$ cat src/rtl/riscv_pkg.sv
`default_nettype none
// ============================================================================
// Module   : riscv_pkg
// Purpose  : RV32I/RV64I opcode constants and immediate format encodings.
// Revision : 1.0
// ============================================================================
package riscv_pkg;

  localparam logic [6:0] OP_IMM    = 7'h13;
  localparam logic [6:0] OP_IMM_32 = 7'h1B;
  localparam logic [6:0] LOAD      = 7'h03;
  localparam logic [6:0] JALR      = 7'h67;
  localparam logic [6:0] STORE     = 7'h23;
  localparam logic [6:0] BRANCH    = 7'h63;
  localparam logic [6:0] JAL       = 7'h6F;
  localparam logic [6:0] LUI       = 7'h37;
  localparam logic [6:0] AUIPC     = 7'h17;
  localparam logic [6:0] OP        = 7'h33;
  localparam logic [6:0] OP_32     = 7'h3B;

  localparam logic [2:0] F3_SLL = 3'b001;
  localparam logic [2:0] F3_SR  = 3'b101;

  typedef enum logic [2:0] {
    FMT_R    = 3'd0,
    FMT_I    = 3'd1,
    FMT_S    = 3'd2,
    FMT_B    = 3'd3,
    FMT_U    = 3'd4,
    FMT_J    = 3'd5,
    FMT_SH   = 3'd6,
    FMT_NONE = 3'd7
  } fmt_e;

endpackage
`default_nettype wire

$ cat src/rtl/imm_gen_pipe_if.sv
`default_nettype none
// ============================================================================
// Module   : imm_gen_pipe_if
// Purpose  : Fetch-side and execute-side handshake bundle of imm_gen_pipe.
// Revision : 1.0
// ============================================================================
interface imm_gen_pipe_if #(
  parameter int XLEN = 32
);
  logic            in_valid;
  logic            in_ready;
  logic [31:0]     instruction;
  logic [XLEN-1:0] pc;
  logic            out_valid;
  logic            out_ready;
  logic [XLEN-1:0] imm;
  logic [2:0]      fmt;
  logic [XLEN-1:0] target;
  logic            illegal;

  modport slave (
    input  in_valid, instruction, pc, out_ready,
    output in_ready, out_valid, imm, fmt, target, illegal
  );

  modport master (
    output in_valid, instruction, pc, out_ready,
    input  in_ready, out_valid, imm, fmt, target, illegal
  );
endinterface
`default_nettype wire

$ cat src/rtl/imm_decode.sv
`default_nettype none
// ============================================================================
// Module   : imm_decode
// Purpose  : Combinational immediate/format/PC-relative target decoder.
// Revision : 1.0
// ============================================================================
module imm_decode
  import riscv_pkg::*;
#(
  parameter int XLEN = 32
) (
  input  logic [31:0]     instruction_i,
  input  logic [XLEN-1:0] pc_i,
  output logic [XLEN-1:0] imm_o,
  output logic [2:0]      fmt_o,
  output logic [XLEN-1:0] target_o,
  output logic            illegal_o
);

  localparam int SHAMT_W = (XLEN == 64) ? 6 : 5;

  logic [6:0]  opcode;
  logic [2:0]  funct3;
  logic        is_shift;
  logic [31:0] imm32;
  fmt_e        fmt;
  logic        use_target;

  assign opcode   = instruction_i[6:0];
  assign funct3   = instruction_i[14:12];
  assign is_shift = (funct3 == F3_SLL) || (funct3 == F3_SR);

  // Every format fits in 32 bits; shift amounts have bit 31 clear, so one
  // final sign extension to XLEN serves all formats.
  always_comb begin
    imm32      = '0;
    fmt        = FMT_NONE;
    use_target = 1'b0;
    illegal_o  = 1'b0;
    case (opcode)
      OP_IMM: begin
        if (is_shift) begin
          fmt   = FMT_SH;
          imm32 = 32'(instruction_i[20 +: SHAMT_W]);
        end else begin
          fmt   = FMT_I;
          imm32 = {{20{instruction_i[31]}}, instruction_i[31:20]};
        end
      end
      OP_IMM_32: begin
        if (is_shift) begin
          fmt   = FMT_SH;
          imm32 = 32'(instruction_i[24:20]);
        end else begin
          fmt   = FMT_I;
          imm32 = {{20{instruction_i[31]}}, instruction_i[31:20]};
        end
      end
      LOAD, JALR: begin
        fmt   = FMT_I;
        imm32 = {{20{instruction_i[31]}}, instruction_i[31:20]};
      end
      STORE: begin
        fmt   = FMT_S;
        imm32 = {{20{instruction_i[31]}}, instruction_i[31:25], instruction_i[11:7]};
      end
      BRANCH: begin
        fmt        = FMT_B;
        use_target = 1'b1;
        imm32      = {{19{instruction_i[31]}}, instruction_i[31], instruction_i[7],
                      instruction_i[30:25], instruction_i[11:8], 1'b0};
      end
      JAL: begin
        fmt        = FMT_J;
        use_target = 1'b1;
        imm32      = {{11{instruction_i[31]}}, instruction_i[31], instruction_i[19:12],
                      instruction_i[20], instruction_i[30:21], 1'b0};
      end
      LUI: begin
        fmt   = FMT_U;
        imm32 = {instruction_i[31:12], 12'b0};
      end
      AUIPC: begin
        fmt        = FMT_U;
        use_target = 1'b1;
        imm32      = {instruction_i[31:12], 12'b0};
      end
      OP, OP_32: begin
        fmt = FMT_R;
      end
      default: begin
        illegal_o = 1'b1;
      end
    endcase
  end

  assign imm_o    = XLEN'($signed(imm32));
  assign fmt_o    = fmt;
  assign target_o = use_target ? (pc_i + imm_o) : '0;

endmodule
`default_nettype wire

$ cat src/rtl/imm_gen_pipe.sv
`default_nettype none
// ============================================================================
// Module   : imm_gen_pipe
// Purpose  : Registered immediate generator behind a 2-entry skid buffer.
// Revision : 1.0
// ============================================================================
module imm_gen_pipe
  import riscv_pkg::*;
#(
  parameter int XLEN = 32
) (
  input  logic           clk,
  input  logic           reset,
  input  logic           flush,
  imm_gen_pipe_if.slave  bus
);

  typedef struct packed {
    logic [XLEN-1:0] imm;
    logic [2:0]      fmt;
    logic [XLEN-1:0] target;
    logic            illegal;
  } entry_t;

  localparam entry_t RESET_ENTRY = '{imm: '0, fmt: FMT_NONE, target: '0, illegal: 1'b0};

  entry_t dec;
  entry_t main_q, main_d;
  entry_t skid_q, skid_d;
  logic   main_valid_q, main_valid_d;
  logic   skid_valid_q, skid_valid_d;
  logic   accept;
  logic   pop;

  imm_decode #(
    .XLEN (XLEN)
  ) u_decode (
    .instruction_i (bus.instruction),
    .pc_i          (bus.pc),
    .imm_o         (dec.imm),
    .fmt_o         (dec.fmt),
    .target_o      (dec.target),
    .illegal_o     (dec.illegal)
  );

  // in_ready comes straight from the skid flag so it never sees out_ready.
  assign bus.in_ready = !skid_valid_q;
  assign accept       = bus.in_valid && !skid_valid_q;
  assign pop          = main_valid_q && bus.out_ready;

  always_comb begin
    main_d       = main_q;
    skid_d       = skid_q;
    main_valid_d = main_valid_q;
    skid_valid_d = skid_valid_q;
    if (flush) begin
      main_valid_d = 1'b0;
      skid_valid_d = 1'b0;
    end else if (!main_valid_q || pop) begin
      if (skid_valid_q) begin
        main_d       = skid_q;
        main_valid_d = 1'b1;
        skid_valid_d = 1'b0;
      end else if (accept) begin
        main_d       = dec;
        main_valid_d = 1'b1;
      end else begin
        main_valid_d = 1'b0;
      end
    end else if (accept) begin
      skid_d       = dec;
      skid_valid_d = 1'b1;
    end
  end

  always_ff @(posedge clk) begin
    if (reset) begin
      main_q       <= RESET_ENTRY;
      skid_q       <= RESET_ENTRY;
      main_valid_q <= 1'b0;
      skid_valid_q <= 1'b0;
    end else begin
      main_q       <= main_d;
      skid_q       <= skid_d;
      main_valid_q <= main_valid_d;
      skid_valid_q <= skid_valid_d;
    end
  end

  assign bus.out_valid = main_valid_q;
  assign bus.imm       = main_q.imm;
  assign bus.fmt       = main_q.fmt;
  assign bus.target    = main_q.target;
  assign bus.illegal   = main_q.illegal;

endmodule
`default_nettype wire

$ cat src/flat_wrapper.sv
// flat-port wrapper written by rule: the top's interface ports become plain ports
module imm_gen_pipe_flat import riscv_pkg::*;
#(
  parameter int XLEN = 32
)
  (clk, reset, flush, bus_in_valid, bus_instruction, bus_pc, bus_out_ready, bus_in_ready, bus_out_valid, bus_imm, bus_fmt, bus_target, bus_illegal);
  imm_gen_pipe_if #(.XLEN(XLEN)) bus_i ();
  input  logic clk;
  input  logic reset;
  input  logic flush;
  input wire logic [$bits(bus_i.in_valid)-1:0] bus_in_valid;
  input wire logic [$bits(bus_i.instruction)-1:0] bus_instruction;
  input wire logic [$bits(bus_i.pc)-1:0] bus_pc;
  input wire logic [$bits(bus_i.out_ready)-1:0] bus_out_ready;
  output wire logic [$bits(bus_i.in_ready)-1:0] bus_in_ready;
  output wire logic [$bits(bus_i.out_valid)-1:0] bus_out_valid;
  output wire logic [$bits(bus_i.imm)-1:0] bus_imm;
  output wire logic [$bits(bus_i.fmt)-1:0] bus_fmt;
  output wire logic [$bits(bus_i.target)-1:0] bus_target;
  output wire logic [$bits(bus_i.illegal)-1:0] bus_illegal;
  assign bus_i.in_valid = bus_in_valid;
  assign bus_i.instruction = bus_instruction;
  assign bus_i.pc = bus_pc;
  assign bus_i.out_ready = bus_out_ready;
  assign bus_in_ready = bus_i.in_ready;
  assign bus_out_valid = bus_i.out_valid;
  assign bus_imm = bus_i.imm;
  assign bus_fmt = bus_i.fmt;
  assign bus_target = bus_i.target;
  assign bus_illegal = bus_i.illegal;
  imm_gen_pipe #(.XLEN(XLEN)) u_core (.clk(clk), .reset(reset), .flush(flush), .bus(bus_i));
endmodule
$ cat config.mk
export PLATFORM = sky130hd
export DESIGN_NAME = imm_gen_pipe_flat
export DESIGN_NICKNAME = d
export VERILOG_FILES = /design/src/rtl/riscv_pkg.sv /design/src/rtl/imm_gen_pipe_if.sv /design/src/rtl/imm_decode.sv /design/src/rtl/imm_gen_pipe.sv /design/src/flat_wrapper.sv
export SDC_FILE = /design/constraint.sdc
export NUM_CORES = 1
export LEC_CHECK = 0
export CORE_UTILIZATION = 60
export CTS_BUF_LIST = sky130_fd_sc_hd__clkbuf_4
export DETAILED_ROUTE_END_ITERATION = 6
export DONT_BUFFER_PORTS = 1
export GPL_ROUTABILITY_DRIVEN = 0
export PLACE_DENSITY = 0.78
export REMOVE_ABC_BUFFERS = 1
export SETUP_SLACK_MARGIN = 0.1
export SLEW_MARGIN = 20
export SYNTH_ARGS = -nofsm -noshare
export SYNTH_HDL_FRONTEND = slang
export SYNTH_SLANG_ARGS = --single-unit
$ cat constraint.sdc
create_clock -name clk -period 4.3 [get_ports clk]
set_clock_uncertainty 0.2 [all_clocks]
set_input_delay 0.645 -clock clk [delete_from_list [all_inputs] [get_ports clk]]
set_output_delay 0.645 -clock clk [all_outputs]
set_load 0.03 [all_outputs]
==> results_dict.tcl, run 1 <==
set metrics [dict create \
    outcome "finished, final reports clean" \
    syn_area_mm2 0.00785 \
    start_util 0.620 \
    crit_slowest_cell "o21a_1" \
    maxSlewHeadroom 0.382 \
    rows 41 \
    timing.hold.ws_ns 0.0440 \
    synth_edf_count 0 \
    final_cells 1206 \
    drc_errors 0 \
    p_switching_mw 0.769 \
    fp.dieArea_mm2 0.0135 \
    r2r_cells 6 \
    slew_viol_final 0 \
    final_hold_viol_count 0 \
    fin_setup_tns_ns 0 \
    max_stage_delay_ns 0.32 \
    tightestPinTransition_ns 0.926 \
    tritoncts.num_buffers 17 \
    r2r_setup_slack_ns 1.54 \
    swShare 0.304 \
    synth_top_area_share 0.352 \
    cp-end-kind "flip-flop" \
    fillers 1179 \
    p_clk_frac 0.338 \
    synth_seq_cells 138 \
    timing.final.crit_share 0.885 \
    cp.arrival_ns 4.06 \
    wl_um 21800 \
    drt_iter0_markers 651 \
    grt_max_degree 108 \
    post_cts_resized 0 \
    clock_latency_ns 0.57 \
    grt_pass1_wl_um 34200 \
    root_buffer "clkbuf_4" \
    critPathMaxFanout 12 \
    cts.path.max_buffers 2 \
    first_pass_iters 5 \
    worst-path-stages 17 \
    synthArstFlopShare 0 \
    drtAntennaViolNets 0 \
    cts_sinks 138 \
    fmaxAchievable_mhz 263 \
    overflow 0 \
    setup_viol 0 \
    seq_power_share 0.545 \
    nets 1122 \
    numPortBuffers 0 \
    area_delta_synth_final_pct 6.41 \
    ys_seq_area_frac 0.352 \
    grt.total_usage 0.328 \
    num_vias 7477 \
    tritoncts "built" \
    timing.max_cap.violations 0 \
    clk_pin_slew_ns 0.12 \
    fp.coreArea_mm2 0.0127 \
    io_pins 139 \
    required_ns 4.55 \
    ir_drop_mv 0.294 \
    dpl.cell_count 1170 \
    place_hpwl_um 15200 \
    syn_avg_cell_area_um2 7.52 \
    synth_area_leaders "dfxtp_1 (35%), a21oi_1 (7.4%), nand2_1 (6.9%), nor2_1 (5.2%), ha_1 (4.9%)" \
    antenna_found_initial 1 \
    grt_pass1_vias 6836 \
    synth_top_area_cell "dfxtp_1" \
    p_leak_nw 3.27 \
    holdPathStages 2 \
    crit_type "primary input to flip-flop" \
    netlist_instances 1044 \
    path_cells "and3_1, o211ai_1, o21ai_0, o21a_1, a21oi_1, inv_1, ha_1, buf_4, nand4_1, o22ai_1, a31oi_1, buf_4, a211o_1, a21oi_1, nor3_1, o31ai_1, a21oi_1" \
    crit_path_frequent_cell "a21oi_1" \
    yosysUniqueCellTypes 69 \
    drive_gt1_frac 0.0822 \
    vias_per_cell 6.20 \
    period_minus_slack_ns 3.80 \
    drt-wirelength-per-cell_um 18.1 \
    intPower_mw 1.76 \
    powerDensity_mw_per_mm2 303 \
    ys.flop_type "dfxtp_1" \
    worstHoldPathType "primary input to flip-flop" \
    p_comb_frac 0.117 \
    crit_buf_inv 3 \
    fp.dieH_um 116 \
    htreeDepth 4 \
    startpoint_type "primary input" \
    rsz0062_at_grt "false" \
    die-width_um 116 \
    diodes 0 \
    yosys_warnings 0 \
    critical_path.top_delay_family "compound AO/OA/AOI/OAI gates" \
]
==> Yosys cell counts (13+ instances only) <==
cell type and n:
ha_1 31, buf_2 13, xnor2_1 16, nand2_1 145
a21oi_1 116, nor3_1 23, nor2_1 108, o21ai_0 53
o21ai_1 29, nand3_1 28, mux2i_1 14, o211ai_1 23
clkbuf_1 56, a211oi_1 37, dfxtp_1 138, inv_1 42
==> what timing repair did <==
item / CTS / global route
buffers inserted: 0 / 0
setup endpoints to repair: 0 / 0
hold buffers: 4 / 0
hold endpoints to repair: 108 / 0
==> flip-flops by register name, summed over array words and instances (netlist names) <==
signal / flops
u_core.bus.out_valid: 1
u_core.bus.imm: 32
u_core.skid_q: 68
u_core.bus.target: 32
u_core.bus.illegal: 1
u_core.skid_valid_q: 1
u_core.bus.fmt: 3
==> worst register-to-register path, cell delays in order (launching register included) <==
cell and delay [ns]:
dfxtp_4 0.81, nor2_1 0.21, or3_1 0.74, buf_4 0.37
nor3_1 0.19, a31oi_1 0.06, o41ai_1 0.10
==> area by class of cell <==
| type | count | area [um^2] | share of cell area |
|---|---|---|---|
| Clock buffer | 17 | 128 | 0.0153 |
| Tap cell | 172 | 215 | 0.0258 |
| Inverter | 42 | 158 | 0.0189 |
| Clock inverter | 15 | 153 | 0.0183 |
| Sequential cell | 138 | 2770 | 0.331 |
| Multi-Input combinational cell | 783 | 4610 | 0.552 |
| Timing Repair Buffer | 39 | 320 | 0.0383 |
==> power by group through the flow <==
stage | Combinational, mW | Clock [mW] | Sequential [mW]
after floorplan | 0.204 | 0 | 1.40
after global placement | 0.267 | 0 | 1.41
after detailed placement | 0.270 | 0 | 1.41
after CTS | 0.293 | 0.872 | 1.38
after global routing | 0.328 | 0.917 | 1.38
final | 0.297 | 0.854 | 1.38
==> cell families after synthesis <==
family          Yosys count  synth area share
compound gates          350             0.284
xor+xnor                 29            0.0333
fa+ha+maj                32            0.0520
buf+inv                 123            0.0618
flops                   138             0.352
mux                      14            0.0179
simple gates            358             0.199
==> path summary, 6_finish.rpt <==
kind                                    start                                 end
max                        bus_instruction[2]  u_core.bus.target[25]$_SDFFE_PP0P_
min                                     reset      u_core.skid_q[30]$_SDFFE_PP0P_
max reg2reg  u_core.skid_valid_q$_SDFFE_PP0P_  u_core.bus.target[23]$_SDFFE_PP0P_
min reg2reg    u_core.skid_q[27]$_SDFFE_PP0P_      u_core.skid_q[27]$_SDFFE_PP0P_
==> cells in the final DEF (no fill, tap or decap), drive strengths merged, types with 4 or more instances in the layout <==
| cell type | instances |
|---|---|
| a211o | 6 |
| a211oi | 38 |
| a21o | 10 |
| a21oi | 117 |
| a221oi | 5 |
| a22oi | 6 |
| a31oi | 12 |
| and2 | 8 |
| and3 | 8 |
| buf | 36 |
| clkbuf | 17 |
| clkinv | 8 |
| clkinvlp | 4 |
| dfxtp | 138 |
| ha | 31 |
| inv | 43 |
| mux2i | 14 |
| nand2 | 145 |
| nand2b | 5 |
| nand3 | 28 |
| nand4 | 6 |
| nor2 | 109 |
| nor2b | 6 |
| nor3 | 24 |
| nor4 | 6 |
| o211ai | 23 |
| o21a | 9 |
| o21ai | 82 |
| o22ai | 4 |
| or3 | 8 |
| xnor2 | 16 |
| xor2 | 13 |
==> routing by layer <==
metal	wire [um]	GRT usage
met3	2150	0.109
met1	9030	0.407
met2	10100	0.523
met5	0	0
met4	537	0.132
==> through the flow <==
step / power (mW) / cell area (um^2) / utilization / setup WS [ns]
after global placement: 1.67 / 8020 / 0.633 / 0.113
after CTS: 2.54 / 8350 / 0.659 / 0.620
after global routing: 2.63 / 8350 / 0.659 / 0.280
after floorplan: 1.61 / 7520 / - / -3.56
final: 2.53 / 8350 / 0.659 / 0.496
after detailed placement: 1.68 / 8020 / 0.633 / 0.0155
Power figures use the tool's default switching activity.
==> run 2: changes to the inputs <==
Settings changed: ABC_AREA set to 1.
==> results_dict.tcl, run 2 <==
set metrics [dict create \
    p_total_mw 2.29 \
    largest_register_ffs 68 \
    tritoncts.num_buffers 17 \
    synth_edf_count 0 \
    overflow 0 \
    use_met2 0.515 \
    use_met3 0.0844 \
    vias_per_cell 5.58 \
    timing.hold.ws_ns 0.0287 \
    intPower_mw 1.62 \
    rows 42 \
    synth_seq_cells 138 \
    startpoint_type "flip-flop" \
    htreeDepth 4 \
    root_buffer "clkbuf_4" \
    r2r_start "u_core.skid_valid_q$_SDFFE_PP0P_" \
    drt-wirelength-per-cell_um 15.5 \
    grt_pass1_wl_um 37000 \
    cts_sinks 138 \
    fp.coreArea_mm2 0.0135 \
    die-width_um 120 \
    first_pass_iters 5 \
    final_common_cell "nand2_1" \
    start_util 0.624 \
    top_usage_layer "met2" \
    num_vias 8168 \
    drive_gt1_frac 0.0761 \
    fmaxAchievable_mhz 315 \
    nets 1378 \
    swShare 0.292 \
    required_ns 3.45 \
    cp.arrival_ns 2.33 \
    syn_area_mm2 0.00840 \
    clk_pin_slew_ns 0.11 \
    crit_type "flip-flop to output port" \
    final_cell_mix "nand2_1 (322), a21oi_1 (196), inv_1 (156)" \
    seq_power_share 0.581 \
    ir_drop_mv 0.265 \
    synth_common_cells "nand2_1 (322), a21oi_1 (196), inv_1 (158), dfxtp_1 (138), nor2_1 (106)" \
    critPathMaxFanout 62 \
    numPortBuffers 0 \
    cp-end-kind "output port" \
    wl_um 22700 \
    regMostFlops "u_core.skid_q" \
    synthMostInstantiatedCell "nand2_1" \
    synth_top_area_share 0.329 \
    synthArstFlopShare 0 \
    tightestPinTransition_ns 0.693 \
    powerDensity_mw_per_mm2 265 \
    worstHoldPathType "primary input to flip-flop" \
    io_pins 139 \
    synth_top_area_cell "dfxtp_1" \
    syn_avg_cell_area_um2 6.42 \
    p_comb_frac 0.119 \
    rsz0062_at_grt "false" \
    p_clk_frac 0.300 \
    drtAntennaViolNets 0 \
    synth_area_leaders "dfxtp_1 (33%), nand2_1 (14%), a21oi_1 (12%), inv_1 (7.1%), o21ai_0 (5.8%)" \
    ys_seq_area_frac 0.329 \
    period_minus_slack_ns 3.18 \
    slew_viol_final 0 \
    timing.final.crit_share 0.739 \
    cts.path.max_buffers 2 \
    yosys_warnings 0 \
    yosysUniqueCellTypes 43 \
    crit_end "bus_in_ready" \
    setup_viol 0 \
    grt_max_degree 76 \
    antenna_found_initial 1 \
    maxSlewHeadroom 0.538 \
    grt_use_met1 0.407 \
    drt_iter0_markers 599 \
    p_switching_mw 0.670 \
    timing.max_cap.violations 0 \
    fillers 1368 \
    drc_errors 0 \
    crit_start "u_core.skid_valid_q$_SDFFE_PP0P_" \
    tritoncts "built" \
    netlist_instances 1308 \
    clock_latency_ns 0.57 \
    r2r_end "u_core.skid_q[67]$_SDFFE_PP0P_" \
    outcome "finished, final reports clean" \
    r2r_cells 7 \
    area_delta_synth_final_pct 3.14 \
    fp.dieArea_mm2 0.0145 \
    r2r_setup_slack_ns 1.63 \
    place_hpwl_um 15900 \
    final_hold_viol_count 0 \
    p_leak_nw 4.27 \
    ys.flop_type "dfxtp_1" \
    post_cts_resized 0 \
    grt_pass1_vias 7637 \
    grt.total_usage 0.324 \
    fp.dieH_um 120 \
]
## run 2: changes by cell type in the layout (fill, tap and decap cells not counted), moves of 27 or more
cell and change:
a21oi_1 +80, o21ai_0 +45, a211oi_1 -29, nand2_1 +178, inv_1 +114, buf_4 -27
## run 2: per-layer routing
metal  part of all wire  wire (um)
met1               0.44       9890
met3              0.080       1820
met4              0.035        789
met2               0.45      10200
met5                  0          0
## run 2: power by group through the flow
stage	Combinational [mW]	Sequential [mW]	Clock, mW
floorplan	0.195	1.36	0
global placement	0.248	1.36	0
detailed placement	0.251	1.36	0
CTS	0.269	1.33	0.699
global route	0.310	1.33	0.759
finish	0.274	1.33	0.687
## run 2: stage by stage
stage / area [um^2] / utilization / setup slack, ns / TNS (ns) / std cells
final: 8660 / 0.644 / 1.12 / 0 / 1464
after global routing: 8660 / 0.644 / 0.921 / 0 / 1464
after CTS: 8650 / 0.643 / 1.13 / 0 / 1462
after detailed placement: 8410 / 0.625 / 0.653 / 0 / 1430
after global placement: 8410 / 0.625 / 0.661 / 0 / 1430
after floorplan: 8130 / - / -0.966 / -40.19 / 1246
## run 2: kinds of logic (layout without fill, tap and decap cells)
family,after synthesis,after routing,synth area share
flip-flops,138,138,0.329
other,0,1,0
AND/OR/NAND/NOR,543,543,0.282
XOR/XNOR,2,2,0.00209
adder cells (fa/ha/maj),32,32,0.0486
buffers and inverters,230,209,0.108
AO/OA/AOI/OAI,363,363,0.231
## run 2: layout make-up
type                            instances  area, um^2  area share
Timing Repair Buffer                   12         118      0.0136
Clock inverter                          7        30.0     0.00347
Inverter                              168         632      0.0729
Clock buffer                           22         165      0.0191
Tap cell                              176         220      0.0254
Sequential cell                       138        2760       0.319
Antenna cell                            1        2.50    0.000289
Multi-Input combinational cell        940        4730       0.546
## run 2: worst min-delay path by stage
stage / end / startpoint / cells past startpoint / slack (ns)
global placement: u_core.skid_q[34]$_SDFFE_PP1P_ / u_core.skid_q[34]$_SDFFE_PP1P_ / 2 / 0.24
detailed placement: u_core.skid_q[12]$_SDFFE_PP0P_ / u_core.skid_q[12]$_SDFFE_PP0P_ / 2 / 0.25
CTS: u_core.skid_q[55]$_SDFFE_PP0P_ / reset / 3 / 0.001
floorplan: u_core.skid_q[33]$_SDFFE_PP1P_ / u_core.skid_q[33]$_SDFFE_PP1P_ / 2 / 0.23
finish: u_core.skid_q[55]$_SDFFE_PP0P_ / reset / 3 / 0.03
global route: u_core.skid_q[50]$_SDFFE_PP0P_ / reset / 3 / 0.005
## run 2: worst max-delay path, stage by stage, from the launching register on
cell	delay, ns
dfxtp_2	0.32
buf_4	0.32
inv_2	0.51
buf_4	0.60
## run 2: what timing repair did
action                                 in CTS  in global routing
setup endpoints to repair                   0                  0
endpoints found under the hold margin      74                  1
hold buffers                                3                  1
setup buffers                               0                  0
==> run 3: changes to the inputs <==
Settings changed: CORE_UTILIZATION 60 to 61, PLACE_DENSITY 0.78 to 0.76.
Clock period 4.3 ns to 3 ns, I/O delays scaled along.
==> results_dict.tcl, run 3 (same netlist as run 2, synthesis figures left out) <==
set metrics [dict create \
    outcome "finished, final reports clean" \
    powerDensity_mw_per_mm2 365 \
    cp.arrival_ns 2.99 \
    drt_iter0_markers 677 \
    fin_setup_tns_ns 0 \
    grt.total_usage 0.340 \
    final_hold_viol_count 0 \
    diodes 0 \
    tritoncts.num_buffers 17 \
    r2r_start "u_core.bus.out_valid$_SDFFE_PP0P_" \
    largest_register_ffs 68 \
    regMostFlops "u_core.skid_q" \
    cts.path.max_buffers 2 \
    r2r_end "u_core.bus.imm[31]$_SDFFE_PP0P_" \
    drive_gt1_frac 0.167 \
    tightestPinTransition_ns 0.650 \
    rsz0062_at_grt "true" \
    critPathMaxFanout 8 \
    startpoint_type "primary input" \
    clock_latency_ns 0.57 \
    drc_errors 0 \
    maxSlewHeadroom 0.566 \
    fmaxAchievable_mhz 364 \
    grt_pass1_vias 8085 \
    cp-end-kind "flip-flop" \
    place_hpwl_um 16700 \
    utilization 0.743 \
    crit_type "primary input to flip-flop" \
    antenna_found_initial 0 \
    setup_viol 0 \
    overflow 0 \
    numPortBuffers 0 \
    die-width_um 119 \
    grt_pass1_wl_um 38600 \
    wl_um 23700 \
    final_cells 1598 \
    fp.dieArea_mm2 0.0142 \
    grt_max_degree 96 \
    first_pass_iters 5 \
    cts_sinks 138 \
    final_cell_mix "nand2_1 (321), a21oi_1 (191), inv_1 (157)" \
    r2r_setup_slack_ns 0.90 \
    dpl.cell_count 1551 \
    crit_end "u_core.bus.target[20]$_SDFFE_PP0P_" \
    maxUsedRoutingLayer "met4" \
    wl_met3_um 1510 \
    start_util 0.629 \
    worstHoldPathType "primary input to flip-flop" \
    ir_drop_mv 0.286 \
    slew_viol_final 0 \
    timing.max_cap.violations 0 \
    nets 1512 \
    r2r_cells 8 \
    fillers 1119 \
    rows 42 \
    final_common_cell "nand2_1" \
    fp.coreArea_mm2 0.0133 \
    timing.final.crit_share 0.915 \
    wl_met1_um 10100 \
    fp.dieH_um 119 \
    root_buffer "clkbuf_4" \
    drt-wirelength-per-cell_um 14.8 \
    vias_per_cell 5.50 \
    htreeDepth 4 \
    post_cts_buffers 0 \
    p_leak_nw 4.96 \
    crit_start "bus_instruction[4]" \
    tritoncts "built" \
    io_pins 139 \
    clk_pin_slew_ns 0.11 \
    num_vias 8795 \
    required_ns 3.25 \
    period_minus_slack_ns 2.75 \
    area_delta_synth_final_pct 18.0 \
    drtAntennaViolNets 0 \
    met2_length_um 11300 \
]
## run 3: cell types whose count changed in the layout (fill, tap and decap cells not counted), moves of 3 or more
cell	change
buf_4	+116
dlygate4sd3_1	+13
a21oi_1	-5
a21oi_2	+5
buf_12	+5
nor2_1	-4
nor2_2	+4
ha_1	-3
o21ai_0	-3
o21ai_1	+3
## run 3: worst max-delay path: stages
cell and delay (ns):
inv_1 0.03, nand2_2 0.13, nor2_8 0.06, nand2_1 0.14, nand3_4 0.11, nand2_2 0.10
inv_2 0.08, a211oi_1 0.21, inv_1 0.10, ha_1 0.37, nand2_1 0.12, nor2_1 0.23
inv_1 0.09, nor2_1 0.17, nand4_1 0.12, nand3_1 0.11, nand2_1 0.05, nand3_1 0.11
nand2_1 0.08, nand2_1 0.07, a21oi_1 0.05
## run 3: power breakdown
part | internal (mW) | switching, mW
Clock | 0.514 | 0.680
Sequential | 1.86 | 0.0487
Combinational | 0.211 | 0.303
Total | 2.59 | 1.03
## run 3: worst min path at each step
stage | start | to | slack [ns] | cells after the start
2_1_floorplan | u_core.skid_q[33]$_SDFFE_PP1P_ | u_core.skid_q[33]$_SDFFE_PP1P_ | 0.23 | 2
3_3_place_gp | u_core.skid_q[33]$_SDFFE_PP1P_ | u_core.skid_q[33]$_SDFFE_PP1P_ | 0.24 | 2
3_5_place_dp | u_core.skid_q[15]$_SDFFE_PP0P_ | u_core.skid_q[15]$_SDFFE_PP0P_ | 0.25 | 2
4_1_cts | bus_instruction[24] | u_core.skid_q[40]$_SDFFE_PP0P_ | 0.009 | 3
5_1_grt | bus_instruction[8] | u_core.skid_q[37]$_SDFFE_PP0P_ | 0.007 | 3
6_report | bus_instruction[24] | u_core.skid_q[40]$_SDFFE_PP0P_ | 0.03 | 3
## run 3: final cells by class
cell class | count | area [um^2] | area share
clock buffers | 21 | 158 | 0.0159
repair buffers | 146 | 1220 | 0.123
clock inverters | 9 | 101 | 0.0102
well taps | 176 | 220 | 0.0222
multi-input cells | 940 | 4820 | 0.486
inverters | 168 | 632 | 0.0637
flip-flops and latches | 138 | 2760 | 0.279
## run 3: per-stage QoR
stage                     setup slack [ns]  hold WS (ns)  power, mW  cell area [um^2]
after global placement              -0.227         0.244       2.40              9380
after global routing                0.0899       0.00722       3.79              9910
final                                0.255        0.0319       3.62              9910
after floorplan                      -2.27         0.231       2.23              8130
after CTS                            0.243       0.00913       3.61              9800
after detailed placement            -0.333         0.251       2.41              9380
## run 3: metal layers
| layer | global-route usage | vias up |
|---|---|---|
| met5 | 0 | - |
| met2 | 0.567 | 297 |
| li1 | - | 4450 |
| met3 | 0.0876 | 70 |
| met1 | 0.413 | 3978 |
| met4 | 0.148 | 0 |
## run 3: timing repair
item	in CTS	in global routing
endpoints found under the hold margin	103	2
gates resized for setup	0	21
hold buffers	14	3
setup endpoints to repair	0	29
